File: config.mk
export PLATFORM = sky130hd
export DESIGN_NAME = stb_req_queue
export DESIGN_NICKNAME = d
export VERILOG_FILES = /design/src/rtl/stb_req_queue.sv
export SDC_FILE = /design/constraint.sdc
export NUM_CORES = 1
export LEC_CHECK = 0
export BUFFER_PORTS_ARGS = -buffer_cell sky130_fd_sc_hd__buf_4
export CAP_MARGIN = 25
export CORE_MARGIN = 1.5
export CORE_UTILIZATION = 40
export CTS_BUF_LIST = sky130_fd_sc_hd__clkbuf_8 sky130_fd_sc_hd__clkbuf_16
export DETAILED_ROUTE_END_ITERATION = 10
export MAX_ROUTING_LAYER = met4
export PLACE_DENSITY_LB_ADDON = 0.25
export SLEW_MARGIN = 20
export SYNTH_ARGS = -nofsm -noshare
export SYNTH_HDL_FRONTEND = slang
export SYNTH_SLANG_ARGS = --single-unit
File: constraint.sdc
create_clock -name stb_i_clk -period 2.4 [get_ports stb_i_clk]
set_input_delay 0.24 -clock stb_i_clk [delete_from_list [all_inputs] [get_ports stb_i_clk]]
set_output_delay 0.24 -clock stb_i_clk [all_outputs]
set_load 0.01 [all_outputs]
File: src/rtl/stb_req_queue.sv
// stb_req_queue: counts incoming event requests and issues them one at a time
// as single-cycle strobes toward a strobe CDC stage. After each strobe there
// are at least GUARD_CYCLES idle cycles, so the far side can settle.
//
// Optional feature (macro STB_REQ_ACK_EN): GUARD also waits for a completion
// pulse on ack_i before the next strobe may be issued.
//
// Ports:
//   stb_i_clk   source-domain clock, rising edge
//   lock_rst    asynchronous active-high reset
//   req_i       one request per cycle held high
//   ack_i       synchronised completion pulse (only used with STB_REQ_ACK_EN)
//   stb_o       registered one-cycle strobe, high while in ISSUE
//   pending_o   requests accepted but not yet issued (saturating)
//   overflow_o  sticky flag, set when a request is dropped at full
//   busy_o      high whenever the FSM is not IDLE
module stb_req_queue #(
    parameter int unsigned CNT_WIDTH    = 4,
    parameter int unsigned GUARD_CYCLES = 8
) (
    input  logic                 stb_i_clk,
    input  logic                 lock_rst,
    input  logic                 req_i,
    input  logic                 ack_i,
    output logic                 stb_o,
    output logic [CNT_WIDTH-1:0] pending_o,
    output logic                 overflow_o,
    output logic                 busy_o
);

    localparam int unsigned GW = 8;
    localparam logic [CNT_WIDTH-1:0] CNT_FULL   = {CNT_WIDTH{1'b1}};
    localparam logic [GW-1:0]        GUARD_LOAD = GW'(GUARD_CYCLES - 1);

    typedef enum logic [1:0] {
        IDLE  = 2'd0,
        ISSUE = 2'd1,
        GUARD = 2'd2
    } state_t;

    state_t               state_q,    state_d;
    logic [CNT_WIDTH-1:0] pending_q,  pending_d;
    logic                 overflow_q, overflow_d;
    logic [GW-1:0]        guard_q,    guard_d;
    logic                 stb_q,      stb_d;
    logic                 busy_q,     busy_d;

    logic issue_dec_c;
    logic full_c;
    logic accept_c;
    logic guard_exit_c;

`ifdef STB_REQ_ACK_EN
    logic ack_flag_q, ack_flag_d;
`else
    logic unused_ack;
    assign unused_ack = ack_i;
`endif

    // Next-state, counter and output computation
    always_comb begin
        state_d      = state_q;
        pending_d    = pending_q;
        overflow_d   = overflow_q;
        guard_d      = guard_q;
        issue_dec_c  = (state_q == ISSUE);
        full_c       = (pending_q == CNT_FULL);
        // At full a request still fits if the ISSUE decrement frees a slot
        accept_c     = req_i && (!full_c || issue_dec_c);
`ifdef STB_REQ_ACK_EN
        ack_flag_d   = ack_flag_q;
        // An ack arriving on the final GUARD cycle releases it immediately
        guard_exit_c = ack_flag_q || ack_i;
`else
        guard_exit_c = 1'b1;
`endif

        if (accept_c && !issue_dec_c) begin
            pending_d = pending_q + CNT_WIDTH'(1);
        end else if (!accept_c && issue_dec_c) begin
            pending_d = pending_q - CNT_WIDTH'(1);
        end

        if (req_i && !accept_c) begin
            overflow_d = 1'b1;
        end

        case (state_q)
            IDLE: begin
                if (pending_q != '0) begin
                    state_d = ISSUE;
                end
            end
            ISSUE: begin
                state_d = GUARD;
                guard_d = GUARD_LOAD;
            end
            GUARD: begin
                if (guard_q == '0) begin
                    if (guard_exit_c) begin
                        state_d = IDLE;
                    end
                end else begin
                    guard_d = guard_q - GW'(1);
                end
            end
            default: begin
                state_d = IDLE;
                guard_d = '0;
            end
        endcase

`ifdef STB_REQ_ACK_EN
        if (ack_i && (state_q == ISSUE || state_q == GUARD)) begin
            ack_flag_d = 1'b1;
        end
        if (state_d == IDLE) begin
            ack_flag_d = 1'b0;
        end
`endif

        stb_d  = (state_d == ISSUE);
        busy_d = (state_d != IDLE);
    end

    // State and output registers
    always_ff @(posedge stb_i_clk or posedge lock_rst) begin
        if (lock_rst) begin
            state_q    <= IDLE;
            pending_q  <= '0;
            overflow_q <= 1'b0;
            guard_q    <= '0;
            stb_q      <= 1'b0;
            busy_q     <= 1'b0;
        end else begin
            state_q    <= state_d;
            pending_q  <= pending_d;
            overflow_q <= overflow_d;
            guard_q    <= guard_d;
            stb_q      <= stb_d;
            busy_q     <= busy_d;
        end
    end

`ifdef STB_REQ_ACK_EN
    // Completion flag, cleared whenever the FSM returns to IDLE
    always_ff @(posedge stb_i_clk or posedge lock_rst) begin
        if (lock_rst) begin
            ack_flag_q <= 1'b0;
        end else begin
            ack_flag_q <= ack_flag_d;
        end
    end
`endif

    assign stb_o      = stb_q;
    assign pending_o  = pending_q;
    assign overflow_o = overflow_q;
    assign busy_o     = busy_q;

endmodule

==> metrics, run 1 <==
sequential share of power 0.264; switching power share of the total 0.437; number of hold buffers added after CTS 0; largest voltage drop on the vdd net a little over 1 mV; Final Setup Violations 0; starting density of the core 0.426; Final HPWL DP 1.69 mm; ys flop type dfrtp_1; final standard cell utilization of the core 0.521; cell with the largest stage delay on the worst path dfrtp_1; largest net degree at the start of global routing 18; minimum clock period after layout approximately 2200 ps; antenna violations before repair 0; area of the mapped netlist roughly 1100 um2; maximum number of buffers from clock root to sink 2; # clock sinks 17; RSZ-0062 raised after global routing no; Total Nets Final between 100 and 150; worst slew margin relative to its limit 0.554; iteration-0 DRC count of the detailed router 18; IO Pins 11; # DRC 0; WP data required around 2500 ps; global placer's final weighted congestion 0.814; synth top area cells dfrtp_1, ha_1, o21ai_0, a21oi_1, inv_1; post-synthesis async set-or-reset flop share 1.00; top-area cell type share of the netlist area 0.403; total length of routed wires between 2 and 2.5 mm; sort of element at the end of the critical path register; cell internal power dissipation around 1.1 mW; part of the cycle the worst path needs 0.934; global-route wire length before repair about 3.8 mm; Gate Count Post-Synth around 110; sw power roughly 0.85 mW; clock latency at the later pin of the worst-skew pair 250 ps; Mean Syn Cell Area 9.33 um2; Clock Skew roughly 3.2 ps; register area share after synthesis 0.403; area leader, netlist dfrtp_1; final instance area ~1300 um2; Power per Cell Area 1500 nW/um2; routed via count divided by cell count between 5 and 6; vias about 900; number of input and output port buffers inserted 9; Die Area 2950 um2; global routing usage summed across all routing layers 0.189; Diodes inserted 0; total power ~2 mW; maximum fanout along the worst path 4; Area after DPL ~1200 um2; Worst Path Arrival roughly 2400 ps; peak per-stage delay on the critical path around 400 ps; count of pins over their slew limit 0; height of the chip 54.4 um; First-pass DRT Iterations 4; setup slack after layout approximately 160 ps; Static Leakage 0.596 nW; Die W roughly 54 um; CP startpoint kind register; clock power share 0.113; Unique masters post-synth 36; register bit count reported by yosys 17; Max-Cap Viols 0; leftover overflow at the end of global routing 0; cell total after placement between 150 and 200; Min-Delay Path Class input pin to async pin; critical path, cell by cell inv_2 > ha_4 > nor2_1 > nor2b_1 > ha_2 > inv_1 > ha_1 > a21o_1 > a21oi_2 > mux2i_1 > o31ai_1; Core Rows 18; Routed WL per cell roughly 14 um; worst hold slack after final layout ~80 ps; status completed; relative area change from synthesis to final layout 22.4%; pre-CTS WS between 60 and 70 ps; clock transition at the register clock pins on the worst setup and hold paths after CTS 70 ps; CTS tree yes; combinational power share 0.623; Syn. warnings 0; H-tree levels 1; Post-DRT Antenna Nets 0; maximum frequency from static timing analysis between 0.4 and 0.5 GHz; clock root cell clkbuf_8; Core Area ~2500 um2; via count of the first global-routing pass 852; classification of the worst setup path register to register; number of buffers added by the clock tree synthesis step 3; number of synthesized flops with an enable pin 0; transition time at the pin with the least slew margin about 670 ps; final hold violation count 0; final total negative setup slack 0 ps; commonest cells after routing, fill and taps aside dfrtp_1, buf_4, o21ai_0; fraction of final layout cells with drive strength greater than 1 0.221; post-route non-filler standard cell count 161; Synthesized Nets 127
[synthesized netlist by cell type, types with 3 or more instances]
master,count
a21o_1,3
a21oi_1,8
dfrtp_1,17
ha_1,9
inv_1,10
nand2_1,9
nor2_1,7
nor3_1,5
o21ai_0,10
o31ai_1,3
[critical path: cells and delay by family, from the launching register on]
family | cells | cell delay [ps]
compound gates | 3 | 510
fa+ha+maj | 3 | 660
buf+inv | 2 | 180
flops | 1 | 400
mux | 1 | 210
simple gates | 2 | 170
[routing by layer]
layer	vias to the layer above	routed length, um	GRT usage
met2	14	1160	0.301
met4	0	46	0.113
met3	4	56	0.0246
met5	-	0	-
li1	444	-	-
met1	434	1020	0.228
[logic make-up (layout without fill, tap and decap cells)]
family / Yosys count / count (layout) / share of synthesized area
AOI/OAI and AO/OA: 33 / 33 / 0.195
xor gates and xnor gates: 3 / 3 / 0.0249
adders and majority gates: 10 / 10 / 0.126
buffers and inverters: 13 / 31 / 0.0475
DFF: 17 / 17 / 0.403
muxes: 3 / 3 / 0.0297
and+or+nand+nor: 34 / 34 / 0.174
[final timing paths]
kind                            slack, ps  cells past startpoint           end        from
worst min register to register        460                      1    overflow_o  overflow_o
min in group stb_i_clk                190                      2    overflow_o       req_i
max in group asynchronous            1890                      2    overflow_o    lock_rst
worst min-delay path                   80                      2    guard_q[7]    lock_rst
worst max-delay path                  160                     11  pending_o[3]  state_q[1]
worst max register to register        160                     11  pending_o[3]  state_q[1]
[power by group through the flow]
stage                     sequential [mW]  combinational (mW)  clock, mW
after floorplan                     0.540               0.732          0
after global placement              0.506                1.09          0
after detailed placement            0.514                1.12          0
after CTS                           0.509                1.12      0.229
after global routing                0.529                1.35      0.238
final                               0.512                1.21      0.220
[state kept, by name, summed over array words and instances (netlist names)]
register and cells:
guard_q 8, pending_o 4, state_q 2, busy_o 1, overflow_o 1, stb_o 1
[final cells by class]
type	count	area, um2
Clock buffer	3	41.3
Inverter	10	37.5
Timing Repair Buffer	17	128
Clock inverter	1	5.00
Multi-Input combinational cell	83	617
Tap cell	30	37.5
Sequential cell	17	425
Fill cell	251	1190
[repair_timing]
action / in CTS / in global routing
buffers inserted: 0 / 1
endpoints found under the setup margin: 0 / 1
resized for setup: 0 / 8
hold endpoints to repair: 0 / 0
Note: power is estimated with default switching activity, not from simulation.
==> run 2, diff against run 1 <==
- CELL_PAD_IN_SITES_DETAIL_PLACEMENT: not set -> 0
- CELL_PAD_IN_SITES_GLOBAL_PLACEMENT: not set -> 1
==> run 2 against run 1 <==
  * Power is 3.9% lower
  * First-iteration DRC count is 44% lower
  * Register-to-register slack hardly changed
  * Worst hold slack worse by 13 ps
  * Sequential cell count stayed put
  * Clock-buffer cell count stayed put
  * Sequential share of layout area is 0.99 points higher
  * Combinational power is 7% lower
  * Final cell count is 1.2% lower
  * Clock skew hardly changed
  * Clock power hardly changed
  * Critical endpoint unchanged
==> metrics, run 2 (synthesis gave the netlist of run 1 again) <==
end of the critical path pending_o[3]; Die Area roughly 3000 um2; status completed; worst reg-to-reg path cell count 10; total length of routed wires approximately 2.2 mm; part of the cycle the worst path needs 0.934; Core Area 2480 um2; # DRC 0; Total Nets Final around 140; worst slew margin relative to its limit 0.560; Clock Skew between 3 and 4 ps; worst r2r dst pending_o[3]; largest net degree at the start of global routing 18; height of the chip between 50 and 60 um; Worst path depth 10; routed via count divided by cell count 5.62; global placer's final weighted congestion 0.759; starting density of the core 0.426; number of input and output port buffers inserted 9; vias 893; cell with the largest stage delay on the worst path dfrtp_1; number of hold buffers added after CTS 0; transition time at the pin with the least slew margin around 660 ps; CTS tree yes; maximum frequency from static timing analysis 0.446 GHz; final standard cell utilization of the core 0.506; number of cells upsized or downsized after cts 0; maximum number of buffers from clock root to sink 2; antenna violations before repair 0; worst path buffer plus inverter count 2; Max-Cap Viols 0; largest voltage drop on the vdd net 0.782 mV; clock root cell clkbuf_8; Diodes inserted 0; via count of the first global-routing pass roughly 900; final total negative setup slack 0 ps; most frequent standard cell in the layout excluding fill and tap cells dfrtp_1; WP data required between 2000 and 3000 ps; # clock sinks 17; First-pass DRT Iterations 4; Die W between 50 and 60 um; Final HPWL DP around 1.6 mm; Min-Delay Path Class input pin to async pin; Core Rows 18; r2r startpoint state_q[1]; total power ~1.9 mW; family of cells with the greatest summed delay on the critical path adder cells; global routing usage summed across all routing layers 0.192; Static Leakage between 0.5 and 0.6 nW; number of buffers added by the clock tree synthesis step 3; Final Setup Violations 0; Worst Path Arrival ~2400 ps; CP startpoint kind register; post-route non-filler standard cell count 159; cell total after placement between 150 and 200; worst setup slack for register-to-register paths between 150 and 200 ps; number of buffers inserted to repair setup after CTS 0; pre-CTS WS 92.3 ps; classification of the worst setup path register to register; fraction of final layout cells with drive strength greater than 1 0.202; Routed WL per cell between 10 and 15 um; relative area change from synthesis to final layout 18.9%; minimum clock period after layout around 2200 ps; commonest cells after routing, fill and taps aside dfrtp_1, buf_4, inv_1, o21ai_0, nand2_1; H-tree levels 1; launch point of the critical path state_q[1]; setup slack after layout approximately 160 ps; maximum fanout along the worst path 4; sort of element at the end of the critical path register; count of pins over their slew limit 0; Area after DPL roughly 1200 um2; Power per Cell Area about 1500 nW/um2; clock transition at the register clock pins on the worst setup and hold paths after CTS roughly 70 ps; peak per-stage delay on the critical path around 370 ps; final hold violation count 0; global-route wire length before repair 3.84 mm; Reg with most FFs guard_q; worst hold slack after final layout 67.9 ps; IO Pins 11; critical path, cell by cell inv_1 > ha_2 > nor2_1 > nor2b_1 > ha_2 > inv_1 > ha_1 > a21o_1 > a2111oi_2 > o31ai_1; iteration-0 DRC count of the detailed router 10; Post-DRT Antenna Nets 0; final instance area 1250 um2; leftover overflow at the end of global routing 0; number of flip-flops in the largest register 8; clock latency at the later pin of the worst-skew pair approximately 260 ps
[run 2: cell types whose count changed in the layout (fill, tap and decap cells not counted), sizes merged]
cell / before / now
buf: 17 / 15
[run 2: layer usage]
layer,vias to the layer above,global-route usage,share of wire
li1,440,-,-
met1,436,0.210,0.45
met2,11,0.331,0.50
met3,6,0.0328,0.023
met4,0,0.100,0.027
met5,-,-,0
[run 2: area by class of cell]
type	count	area, um2
clock buffers	3	41.3
clock inverters	1	5.00
fillers	252	1220
inverters	10	37.5
multi-input cells	83	594
flip-flops and latches	17	425
well taps	30	37.5
repair buffers	15	113
[run 2: power by group]
group	switching, mW	internal (mW)	total [mW]
clock network	0.107	0.116	0.223
logic	0.592	0.529	1.12
registers	0.116	0.407	0.522
[run 2: worst min-delay path by stage]
stage               startpoint  slack, ps  depth (start not counted)    endpoint
floorplan             lock_rst        170                          1      busy_o
global placement      lock_rst        370                          2  guard_q[3]
detailed placement    lock_rst        390                          2  guard_q[7]
CTS                   lock_rst        110                          2  guard_q[7]
global route          lock_rst        140                          2  guard_q[7]
finish                lock_rst         70                          2  guard_q[7]
==> run 3, diff against run 2 <==
- CORE_MARGIN: 1.5 -> not set
==> run 3 against run 2 <==
  * First-iteration DRC count rose by 110%
  * Register-to-register slack better by 50 ps
  * Die area decreased by 3.6%
  * Final cell count increased by 1.3%
  * Routed wire length up 1.9%
  * Sequential share of layout area is 1.1 points lower
  * Combinational power rose by 7%
  * Critical path type unchanged
  * Critical endpoint unchanged
  * Largest cell class unchanged
==> metrics, run 3 (synthesis gave the netlist of run 1 again) <==
IO Pins 11; Max-Cap Viols 0; clock latency at the later pin of the worst-skew pair around 260 ps; Min-Delay Path Class input pin to async pin; Static Leakage just under 0.6 nW; worst path buffer plus inverter count 2; family of cells with the greatest summed delay on the critical path compound AO/OA/AOI/OAI gates; Total Nets Final roughly 150; relative area change from synthesis to final layout 22.7%; critical path, cell by cell inv_1 > ha_4 > nor2_1 > nor2b_1 > ha_2 > inv_1 > ha_1 > a21o_1 > a2111oi_4 > o31ai_1; post-route non-filler standard cell count between 150 and 200; Die W about 53 um; RSZ-0062 raised after global routing no; WP data required between 2000 and 3000 ps; fraction of final layout cells with drive strength greater than 1 0.221; Core Area 2480 um2; cell with the largest stage delay on the worst path dfrtp_1; minimum clock period after layout approximately 2200 ps; global routing usage summed across all routing layers 0.210; via count of the first global-routing pass 926; # clock sinks 17; starting density of the core 0.426; total power ~1.9 mW; number of buffers added by the clock tree synthesis step 3; Power per Cell Area 1490 nW/um2; number of input and output port buffers inserted 9; status completed; Final HPWL DP 1.68 mm; final hold violation count 0; Routed WL per cell about 14 um; clock root cell clkbuf_8; Post-DRT Antenna Nets 0; CP startpoint kind register; H-tree levels 1; Reg with most FFs guard_q; height of the chip 53.4 um; final instance area approximately 1300 um2; vias ~900; final standard cell utilization of the core 0.522; part of the cycle the worst path needs 0.914; leftover overflow at the end of global routing 0; clock transition at the register clock pins on the worst setup and hold paths after CTS ~70 ps; Worst Path Arrival around 2300 ps; maximum fanout along the worst path 3; Area after DPL between 1000 and 1500 um2; Diodes inserted 0; maximum frequency from static timing analysis ~0.46 GHz; commonest cells after routing, fill and taps aside dfrtp_1, buf_4, inv_1, o21ai_0, nand2_1; transition time at the pin with the least slew margin about 670 ps; iteration-0 DRC count of the detailed router 21; global placer's final weighted congestion 0.796; peak per-stage delay on the critical path 380 ps; CTS tree yes; number of hold buffers added after CTS 0; First-pass DRT Iterations 4; Die Area approximately 2800 um2; total length of routed wires 2.27 mm; worst slew margin relative to its limit 0.552; number of flip-flops in the largest register 8; sort of element at the end of the critical path register; Final Setup Violations 0; routed via count divided by cell count ~5.6; most used cell, CP inv_1; global-route wire length before repair between 4 and 5 mm; largest voltage drop on the vdd net between 0.9 and 1 mV; Core Rows 18; # DRC 0; largest net degree at the start of global routing 18; count of pins over their slew limit 0; antenna violations before repair 0; Clock Skew about 5.1 ps; classification of the worst setup path register to register; cell total after placement around 160; maximum number of buffers from clock root to sink 2
==> run 3: cell count changes in the layout (fill, tap and decap cells not counted), sizes merged <==
cell | before | now
buf | 15 | 17
==> run 3: through the flow <==
step                      TNS, ps  setup WS, ps  hold slack, ps
after floorplan                 0           223             166
after global placement          0           124             379
after detailed placement    -4.86         -4.86             388
after CTS                       0          9.74             111
after global routing            0          35.6             136
final                           0           207            83.3
==> run 3: cell type report <==
class | count | area [um2]
clock buffers | 3 | 41.3
flip-flops and latches | 17 | 425
inverters | 10 | 37.5
well taps | 30 | 37.5
repair buffers | 17 | 128
multi-input cells | 83 | 619
clock inverters | 1 | 5.00
fillers | 243 | 1180
==> run 3: final timing paths <==
path | startpoint | end | slack [ps] | cells after the start
max in group asynchronous | lock_rst | state_q[0] | 1890 | 2
min in group stb_i_clk | req_i | overflow_o | 180 | 2
worst min-delay path | lock_rst | guard_q[0] | 80 | 2
worst max register to register | state_q[1] | pending_o[3] | 210 | 10
worst max-delay path | state_q[1] | pending_o[3] | 210 | 10
worst min register to register | overflow_o | overflow_o | 460 | 1
==> run 3: what timing repair did <==
action,4_1_cts,5_1_grt
setup endpoints to repair,1,1
setup buffers,0,1
pin swaps,0,1
gates resized for setup,1,7
==> run 3: power breakdown <==
part           internal, mW  switching [mW]  leakage, nW  total (mW)
Clock                 0.115           0.102       0.0255       0.218
Sequential            0.407           0.108        0.217       0.515
Combinational         0.564           0.635        0.352        1.20
Total                  1.09           0.846        0.594        1.93
==> run 3: layer usage <==
metal	wire, um	track usage
met5	0	-
met1	982	0.230
met3	38	0.0374
met2	1180	0.352
met4	63	0.123
